## src/rtl/uart_frame_pkg.sv

```systemverilog
// rtl/uart_frame_pkg.sv - shared state, framing and error-code definitions for uart_frame_ctrl
package uart_frame_pkg;

  typedef enum logic [1:0] {
    S_IDLE      = 2'd0,
    S_COLLECT   = 2'd1,
    S_WAIT_TERM = 2'd2,
    S_FLUSH     = 2'd3
  } state_t;

  localparam int          FRAME_BYTES = 4;
  localparam logic [7:0]  TERM_BYTE   = 8'hFF;

  localparam logic [1:0]  ERR_NONE    = 2'b00;
  localparam logic [1:0]  ERR_SHORT   = 2'b01;
  localparam logic [1:0]  ERR_NOTERM  = 2'b10;
  localparam logic [1:0]  ERR_TIMEOUT = 2'b11;

endpackage

```

## src/rtl/gap_timer.sv

```systemverilog
// rtl/gap_timer.sv - inter-byte idle gap timer, flags expiry after TIMEOUT_CYCLES idle cycles
module gap_timer #(
  parameter int TIMEOUT_CYCLES = 50000
) (
  input  logic i_clk,
  input  logic i_rst_n,
  input  logic i_clear,
  input  logic i_enable,
  output logic o_expired
);

  localparam int             W    = $clog2(TIMEOUT_CYCLES + 1);
  localparam logic [W-1:0]   LAST = W'(TIMEOUT_CYCLES - 1);

  logic [W-1:0] r_cnt;

  // Expiry is seen on the cycle whose edge would complete the TIMEOUT_CYCLES-th idle cycle.
  always_ff @(posedge i_clk or negedge i_rst_n) begin
    if (!i_rst_n) begin
      r_cnt <= '0;
    end else if (i_clear || !i_enable) begin
      r_cnt <= '0;
    end else if (r_cnt != LAST) begin
      r_cnt <= r_cnt + 1'b1;
    end
  end

  assign o_expired = i_enable && (r_cnt == LAST);

endmodule

```

## src/rtl/uart_frame_ctrl.sv

```systemverilog
// rtl/uart_frame_ctrl.sv - assembles 4-byte MSB-first UART frames terminated by 0xFF, with error and timeout detection
module uart_frame_ctrl
  import uart_frame_pkg::*;
#(
  parameter int TIMEOUT_CYCLES = 50000,
  parameter int CNT_W          = 16
) (
  input  logic             i_clk,
  input  logic             i_rst_n,
  input  logic             i_rx_valid,
  input  logic [7:0]       i_rx_data,
  output logic             o_frame_valid,
  output logic [31:0]      o_frame_data,
  output logic             o_frame_err,
  output logic [1:0]       o_err_code,
  output logic             o_busy,
  output logic [CNT_W-1:0] o_good_cnt,
  output logic [CNT_W-1:0] o_err_cnt
);

  state_t           r_state;
  logic [2:0]       r_byte_cnt;
  logic [31:0]      r_payload;
  logic [31:0]      r_frame_data;
  logic             r_frame_valid;
  logic             r_frame_err;
  logic [1:0]       r_err_code;
  logic [CNT_W-1:0] r_good_cnt;
  logic [CNT_W-1:0] r_err_cnt;

  logic w_timer_en;
  logic w_expired;
  logic w_is_term;

  assign w_timer_en = (r_state == S_COLLECT) || (r_state == S_WAIT_TERM);
  assign w_is_term  = (i_rx_data == TERM_BYTE);

  gap_timer #(
    .TIMEOUT_CYCLES(TIMEOUT_CYCLES)
  ) u_gap_timer (
    .i_clk     (i_clk),
    .i_rst_n   (i_rst_n),
    .i_clear   (i_rx_valid),
    .i_enable  (w_timer_en),
    .o_expired (w_expired)
  );

  always_ff @(posedge i_clk or negedge i_rst_n) begin
    if (!i_rst_n) begin
      r_state       <= S_IDLE;
      r_byte_cnt    <= '0;
      r_payload     <= '0;
      r_frame_data  <= '0;
      r_frame_valid <= 1'b0;
      r_frame_err   <= 1'b0;
      r_err_code    <= ERR_NONE;
      r_good_cnt    <= '0;
      r_err_cnt     <= '0;
    end else begin
      r_frame_valid <= 1'b0;
      r_frame_err   <= 1'b0;
      if (r_frame_valid && (r_good_cnt != '1)) r_good_cnt <= r_good_cnt + 1'b1;
      if (r_frame_err && (r_err_cnt != '1))    r_err_cnt  <= r_err_cnt + 1'b1;
      case (r_state)
        S_IDLE: begin
          if (i_rx_valid && !w_is_term) begin
            r_payload  <= {24'h0, i_rx_data};
            r_byte_cnt <= 3'd1;
            r_state    <= S_COLLECT;
          end
        end
        S_COLLECT: begin
          if (i_rx_valid) begin
            if (w_is_term) begin
              r_frame_err <= 1'b1;
              r_err_code  <= ERR_SHORT;
              r_state     <= S_IDLE;
            end else begin
              r_payload  <= {r_payload[23:0], i_rx_data};
              r_byte_cnt <= r_byte_cnt + 3'd1;
              if (r_byte_cnt == 3'(FRAME_BYTES - 1)) r_state <= S_WAIT_TERM;
            end
          end else if (w_expired) begin
            r_frame_err <= 1'b1;
            r_err_code  <= ERR_TIMEOUT;
            r_state     <= S_IDLE;
          end
        end
        S_WAIT_TERM: begin
          if (i_rx_valid) begin
            r_frame_err   <= !w_is_term;
            r_frame_valid <= w_is_term;
            if (w_is_term) begin
              r_frame_data <= r_payload;
              r_state      <= S_IDLE;
            end else begin
              r_err_code <= ERR_NOTERM;
              r_state    <= S_FLUSH;
            end
          end else if (w_expired) begin
            r_frame_err <= 1'b1;
            r_err_code  <= ERR_TIMEOUT;
            r_state     <= S_IDLE;
          end
        end
        S_FLUSH: begin
          if (i_rx_valid && w_is_term) r_state <= S_IDLE;
        end
        default: r_state <= S_IDLE;
      endcase
      if (r_state == S_IDLE) r_byte_cnt <= (i_rx_valid && !w_is_term) ? 3'd1 : 3'd0;
    end
  end

  // Counters are bumped from the registered pulses, so they lag the pulse by one cycle.
  assign o_frame_valid = r_frame_valid;
  assign o_frame_data  = r_frame_data;
  assign o_frame_err   = r_frame_err;
  assign o_err_code    = r_err_code;
  assign o_busy        = (r_state != S_IDLE);
  assign o_good_cnt    = r_good_cnt;
  assign o_err_cnt     = r_err_cnt;

endmodule

```

## config.mk

```make
export PLATFORM = sky130hd
export DESIGN_NAME = uart_frame_ctrl
export DESIGN_NICKNAME = d
export VERILOG_FILES = /design/src/rtl/uart_frame_pkg.sv /design/src/rtl/gap_timer.sv /design/src/rtl/uart_frame_ctrl.sv
export SDC_FILE = /design/constraint.sdc
export NUM_CORES = 1
export LEC_CHECK = 0
export ABC_AREA = 1
export CAP_MARGIN = 20
export CORE_AREA = 2 2 139 141
export DETAILED_ROUTE_END_ITERATION = 10
export DIE_AREA = 0 0 141 143
export PLACE_DENSITY = 0.56
export SYNTH_ARGS = -nofsm -noshare
export SYNTH_HDL_FRONTEND = slang
export SYNTH_HIERARCHICAL = 1
export SYNTH_SLANG_ARGS = --single-unit
```

## constraint.sdc

```tcl
create_clock -name i_clk -period 2.3 [get_ports i_clk]
set_clock_uncertainty 0.05 [all_clocks]
set_input_delay 0.46 -clock i_clk [delete_from_list [all_inputs] [get_ports i_clk]]
set_output_delay 0.46 -clock i_clk [all_outputs]
set_load 0.05 [all_outputs]
```

==> results by group, run 1 <==
STA
  – Max-slew headroom: 0.642
  – Final setup violation count: 0
  – Fin crit share: 0.973
  – RSZ-0062 raised after global routing: false
  – Fin. max-slew vios: 0
  – Slew of the pin with the lowest slew margin: 0.535 ns
  – F_max: 0.447 GHz
  – Setup TNS: 0 ns
  – Hold Vio Cnt, Final: 0
  – Final min period: 2.24 ns

Global route
  – Gr usage total: 0.141
  – Antenna violations before repair: 0
  – Largest net degree at the start of global routing: 67
  – Vias in the first global route: 4484
  – GR Overflow Total: 0
  – First-pass GRT wire length: 22600 µm

Die
  – Die Width: 141 µm
  – Site Rows: 50
  – Initial core utilization: 0.315
  – Die height: 143 µm
  – Core area: 18600 µm²
  – Die ar.: 20200 µm²
  – Ports: 80

Yosys
  – Synthesized area: 5850 µm²
  – Leading area contributor after synthesis: dfrtp_1
  – Synthesized net count: 742
  – Mean post-synth cell area: 8.10 µm²
  – Top FF cell, synth: dfrtp_1
  – Post-synth EDFFs: 0
  – Sequential share of the synthesized area: 0.518
  – Synthesis Warnings: 6
  – Top post-synthesis cells by area: dfrtp_1 (52%), nand2_1 (15%), inv_1 (5.2%), nor2_1 (4.9%), o21ai_0 (3.9%)
  – Asr flop ratio synth: 1.00
  – Post-synth top area share: 0.518
  – Post-synth cell types: 34
  – Yosys reg bits: 121
  – Syn Inst Count: 722

Placed design
  – Post-DP HPWL: 9450 µm
  – Post-Place Cell Area: 6950 µm²
  – Final Wtd Congestion: 0.840
  – IO buf count: 79

Finish
  – Design Area, Final: 7580 µm²
  – Layout cells sized above 1: 0.0790
  – Fin nets: 830
  – Filler Cell Count: 1897
  – N_diodes: 0
  – Area grow syn2layout: 29.6%

Critical path
  – Worst Path Required: 1.79 ns
  – CP endpoint kind: output port
  – Startpoint type of the worst setup path: flop
  – CP Max Fanout: 6
  – CP max stage cell: clkdlybuf4s50_1
  – CP top delay family: buffers and inverters
  – CP peak stage delay: 0.85 ns
  – Worst EP arrival: 1.73 ns
  – Crit path buf inv count: 1
  – CP cell instances: clkdlybuf4s50_1
  – Critical path class: flop to output port

Power
  – Max VDD drop: 565 µV
  – Leak pwr: 3.46 nW
  – Logic gate share of total power: 0.244
  – Clock power share: 0.383
  – Reg power frac: 0.372
  – Net Sw Frac: 0.321
  – NetSw: 2.25 mW
  – Internal power: 4.78 mW
  – Cell Pwr Density: 928 nW/µm²

Route
  – DR vias: 4805
  – Max layer used: met4
  – Metal3 WL: 490 µm
  – DR pass1 iterations: 5
  – Routed Antenna Nets: 0
  – M1 wire length: 6960 µm
  – Drt drc: 0
  – Wirelength, routed: 13500 µm
  – Initial DRC Count: 264
  – Met2 WL: 5860 µm
  – Vias per cell: 4.55
  – DR WL/cell: 12.7 µm

Clocking
  – Total CTS buffers: 17
  – CTS root buf: clkbuf_16
  – H-tree levels: 4
  – CTS sink count: 121
  – Clk buf depth: 2
  – Reg clk slew, reported paths: 0.06 ns
  – Skew-Pair Late Insertion Delay: 0.41 ns
  – CTS tree: yes
  – Post-CTS Setup Inserts: 0

Job
  – Max cap viols: 0

Run status
  – Status: complete, no violations

Worst hold path
  – Min-delay worst type: flop to flop
-- worst paths after layout --
check                                startpoint                    to  slack (ns)  cells after the start
max reg2reg                u_gap_timer/r_cnt[0]            r_state[0]        0.31                     12
max                                o_err_cnt[2]          o_err_cnt[2]        0.06                      1
min                             o_frame_data[2]       o_frame_data[2]        0.43                      2
min reg2reg                     o_frame_data[2]       o_frame_data[2]        0.43                      2
max in group asynchronous               i_rst_n  u_gap_timer/r_cnt[7]        1.19                      3
min in group asynchronous               i_rst_n         o_good_cnt[5]        0.45                      2
-- state kept, by name, summed over array words and instances (netlist names) --
register	count
u_gap_timer/r_cnt	16
o_err_code	2
o_frame_data	32
o_frame_err	1
o_good_cnt	16
r_byte_cnt	3
o_frame_valid	1
o_err_cnt	16
r_state	2
r_payload	32
-- metal layers --
| layer | up-vias | track usage |
|---|---|---|
| met5 | - | 0 |
| met4 | 0 | 0.0521 |
| met3 | 12 | 0.0295 |
| met2 | 86 | 0.211 |
| met1 | 2228 | 0.202 |
| li1 | 2479 | - |
-- power by group through the flow --
stage               logic [mW]  registers, mW  clock network [mW]
finish                    1.72           2.62                2.70
global route              1.94           2.66                2.84
detailed placement        1.73           2.65                   0
global placement          1.73           2.65                   0
CTS                       1.74           2.62                2.76
floorplan                0.982           2.81                   0
-- cell families (layout without fill, tap and decap cells) --
family,count (synthesis),after routing,share of synthesized area
AND/OR/NAND/NOR,370,370,0.264
flip-flops,121,121,0.518
buffers and inverters,103,204,0.0743
AO/OA/AOI/OAI,101,101,0.0978
XOR/XNOR,18,18,0.0270
adder cells (fa/ha/maj),9,9,0.0193
-- cells in the final DEF, fill, tap and decap left out, types with 9 or more instances in the layout --
master	synthesis	layout
clkbuf_16	0	17
o21ai_0	45	45
ha_1	9	9
dfrtp_1	121	121
nor2_1	77	77
o21ai_1	14	14
xnor2_1	11	11
nand3_1	34	34
o22ai_1	24	24
inv_1	81	81
nand2_1	232	232
clkdlybuf4s50_1	0	75
-- through the flow --
stage	cells	hold slack (ns)	total power, mW	util	worst slack [ns]
global route	1057	0.452	7.45	0.408	0.00230
floorplan	722	0.114	3.79	-	0.335
detailed placement	1024	0.351	4.38	0.374	0.0677
finish	1057	0.428	7.03	0.408	0.0617
CTS	1057	0.436	7.13	0.407	0.0341
global placement	1024	0.352	4.38	0.374	0.0840
-- repair_timing --
action	in CTS	in global routing
hold endpoints to repair	22	0
resized for setup	0	2
endpoints found under the setup margin	0	2
hold buffers	1	0
-- synth_stat cells, types with 3 or more instances --
master and instances:
o21ai_2 5, nor2_2 3, nand2_1 232, nand3b_1 3, buf_6 3, buf_2 10
clkbuf_1 4, inv_1 81, o21ai_1 14, ha_1 9, nor3_1 3, o21ai_0 45
dfrtp_1 121, nand3_2 3, xnor2_1 11, nand4_1 6, o22ai_1 24, nor2_1 77
nand2_2 3, a21oi_1 7, nand3_1 34, xor2_1 7
-- layout make-up --
| class | instances | area [µm²] | area share |
|---|---|---|---|
| clock buffer | 22 | 494 | 0.0652 |
| clock inverter | 10 | 116 | 0.0154 |
| inverter | 83 | 317 | 0.0418 |
| multi-input combinational | 498 | 2380 | 0.315 |
| sequential | 121 | 3030 | 0.400 |
| tap | 234 | 293 | 0.0386 |
| timing repair buffer | 89 | 943 | 0.125 |
-- worst register-to-register path, delay by kind of cell, from the launching register on --
family                   cells  cell delay (ns)
buffers and inverters        1             0.12
AND/OR/NAND/NOR              9             0.99
flip-flops                   1             0.39
adder cells (fa/ha/maj)      1             0.18
AO/OA/AOI/OAI                1             0.15
(Power assumes the default switching activity.)
==> run 2, diff against run 1 <==
--- a/config.mk
+++ b/config.mk
@@ -7,10 +7,10 @@
 export LEC_CHECK = 0
 export ABC_AREA = 1
 export CAP_MARGIN = 20
-export CORE_AREA = 2 2 139 141
+export CORE_AREA = 2 2 121 123
 export DETAILED_ROUTE_END_ITERATION = 10
-export DIE_AREA = 0 0 141 143
-export PLACE_DENSITY = 0.56
+export DIE_AREA = 0 0 123 125
+export PLACE_DENSITY = 0.68
 export SYNTH_ARGS = -nofsm -noshare
 export SYNTH_HDL_FRONTEND = slang
 export SYNTH_HIERARCHICAL = 1
==> results by group, run 2 (same netlist as run 1, synthesis figures left out) <==
Run status
  – Status: complete, no violations

Die
  – Die Width: 123 µm (-13%)
  – Site Rows: 44 (-12%)
  – Die height: 125 µm (-13%)
  – Initial core utilization: 0.412 (+0.0970)
  – Core area: 14200 µm² (-24%)
  – Ports: 80 (unchanged)
  – Die ar.: 15400 µm² (-24%)

Power
  – Logic gate share of total power: 0.245 (about the same)
  – Reg power frac: 0.379 (+0.007)
  – Leak pwr: 3.49 nW (+0.87%)
  – NetSw: 2.29 mW (+1.5%)
  – Internal power: 4.62 mW (-3.3%)
  – Max VDD drop: 687 µV (+22%)
  – Cell Pwr Density: 923 nW/µm² (-0.54%)
  – Clock power share: 0.376 (-0.007)
  – Net Sw Frac: 0.331 (+0.0105)

Global route
  – Gr usage total: 0.179 (+0.0380)
  – Busiest grt layer: met2
  – Largest net degree at the start of global routing: 66 (-1.5%)
  – GR Overflow Total: 0 (unchanged)
  – Global-route track usage on met2: 0.274 (+0.0626)
  – First-pass GRT wire length: 21900 µm (-3.0%)
  – Grt met1 use: 0.247 (+0.0445)
  – Vias in the first global route: 4575 (+2.0%)
  – Antenna violations before repair: 0 (unchanged)
  – Global routing usage on met3: 0.0497 (+0.0202)

Placed design
  – Dpl cells: 977 (-4.6%)
  – Final Wtd Congestion: 0.857 (+2.0%)
  – IO buf count: 79 (unchanged)
  – Post-DP HPWL: 8920 µm (-5.6%)

Clocking
  – CTS tree: yes
  – H-tree levels: 4 (unchanged)
  – Post-CTS Setup Inserts: 0 (unchanged)
  – Skew-Pair Late Insertion Delay: 0.42 ns (about the same)
  – CTS root buf: clkbuf_16
  – CTS sink count: 121 (unchanged)
  – Clk buf depth: 2 (unchanged)
  – Total CTS buffers: 17 (unchanged)
  – Reg clk slew, reported paths: 0.06 ns (about the same)

Finish
  – Filler Cell Count: 1338 (-29%)
  – Area grow syn2layout: 28.0%
  – Most common cell after layout, fill and taps aside: nand2_1
  – Layout cells sized above 1: 0.0811 (+0.00213)
  – Fin nets: 833 (+0.36%)
  – N_diodes: 0 (unchanged)
  – Fin cells: 1010 (-4.4%)
  – Commonest non-fill, non-tap cells in the layout: nand2_1 (232), dfrtp_1 (121), inv_1 (81)

Route
  – Vias per cell: 4.75 (+4.5%)
  – Wirelength, routed: 12800 µm (-4.8%)
  – Routed Antenna Nets: 0 (unchanged)
  – Drt drc: 0 (unchanged)
  – Initial DRC Count: 365 (+38%)
  – DR vias: 4800 (-0.10%)
  – DR WL/cell: 12.7 µm (-0.41%)
  – DR pass1 iterations: 5 (unchanged)

Critical path
  – Critical R2R Launch: u_gap_timer/r_cnt[0]
  – CP top delay family: buffers and inverters
  – CP cell instances: clkdlybuf4s50_1
  – Worst Path Required: 1.79 ns (about the same)
  – Critical path class: flop to output port
  – CP peak stage delay: 0.85 ns (about the same)
  – CP max stage cell: clkdlybuf4s50_1
  – Worst EP arrival: 1.73 ns (about the same)
  – Crit path buf inv count: 1 (unchanged)
  – Startpoint type of the worst setup path: flop
  – CP Max Fanout: 7 (+1)
  – CP Launch Point: o_good_cnt[2]
  – CP endpoint kind: output port

STA
  – F_max: 0.446 GHz (-0.13%)
  – Final min period: 2.24 ns (+0.00287 ns)
  – Hold Vio Cnt, Final: 0 (unchanged)
  – Fin. max-slew vios: 0 (unchanged)
  – RSZ-0062 raised after global routing: false
  – Setup TNS: 0 ns (unchanged)
  – Slew of the pin with the lowest slew margin: 0.547 ns (+0.0114 ns)
  – Fin crit share: 0.974 (+0.00125)
  – Max-slew headroom: 0.634 (-0.00765)
  – Final setup violation count: 0 (unchanged)

Job
  – Max cap viols: 0 (unchanged)

Worst hold path
  – Worst hold start: o_frame_data[29]
  – Min-delay worst type: flop to flop
[run 2: cell types whose count changed in the layout (fill, tap and decap cells not counted), sizes merged]
cell and delta:
buf +3, dlymetal6s2s +2, clkinvlp -2, inv +2
clkinv +4, clkdlybuf4s50 -2, clkbuf -4
[run 2: cell type report]
cell class	instances	area, µm²	share of cell area
clock buffers	18	429	0.0573
clock inverters	14	150	0.0201
inverters	83	317	0.0423
multi-input cells	498	2380	0.319
flip-flops and latches	121	3030	0.405
well taps	184	230	0.0308
repair buffers	92	946	0.126
[run 2: final timing paths]
path | to | slack (ns) | depth (start not counted)
max reg2reg | r_state[0] | 0.34 | 12
max in group asynchronous | u_gap_timer/r_cnt[15] | 1.33 | 3
max | o_good_cnt[2] | 0.06 | 1
min | o_frame_data[29] | 0.43 | 2
min reg2reg | o_frame_data[29] | 0.43 | 2
min in group asynchronous | o_good_cnt[4] | 0.54 | 3
[run 2: per-stage QoR]
stage	instance area [µm²]	util	power (mW)	setup slack, ns	hold slack, ns
after CTS	7470	0.526	6.99	0.0220	0.437
final	7480	0.527	6.91	0.0589	0.431
after floorplan	5850	-	3.79	0.335	0.114
after global routing	7480	0.527	7.28	0.00412	0.447
after global placement	6890	0.485	4.32	0.122	0.415
after detailed placement	6890	0.485	4.35	0.0476	0.423
[run 2: what timing repair did]
item / CTS / global route
setup endpoints to repair: 0 / 4
endpoints found under the hold margin: 3 / 0
hold buffers: 1 / 0
resized for setup: 0 / 4
[run 2: worst min-delay path: stages (launching register included)]
cell	delay [ns]
dfrtp_1	0.34
nand2_1	0.05
o21ai_0	0.06
[run 2: power by group through the flow]
stage               registers (mW)  logic, mW  clock network (mW)
global route                  2.66       1.89                2.74
CTS                           2.62       1.71                2.66
finish                        2.62       1.69                2.60
detailed placement            2.65       1.70                   0
floorplan                     2.81      0.982                   0
global placement              2.64       1.68                   0
[run 2: layer usage]
layer  up-vias  share of wire
met4         0          0.015
met5         -              0
li1       2476              -
met3        17          0.044
met1      2209           0.48
met2        98           0.46
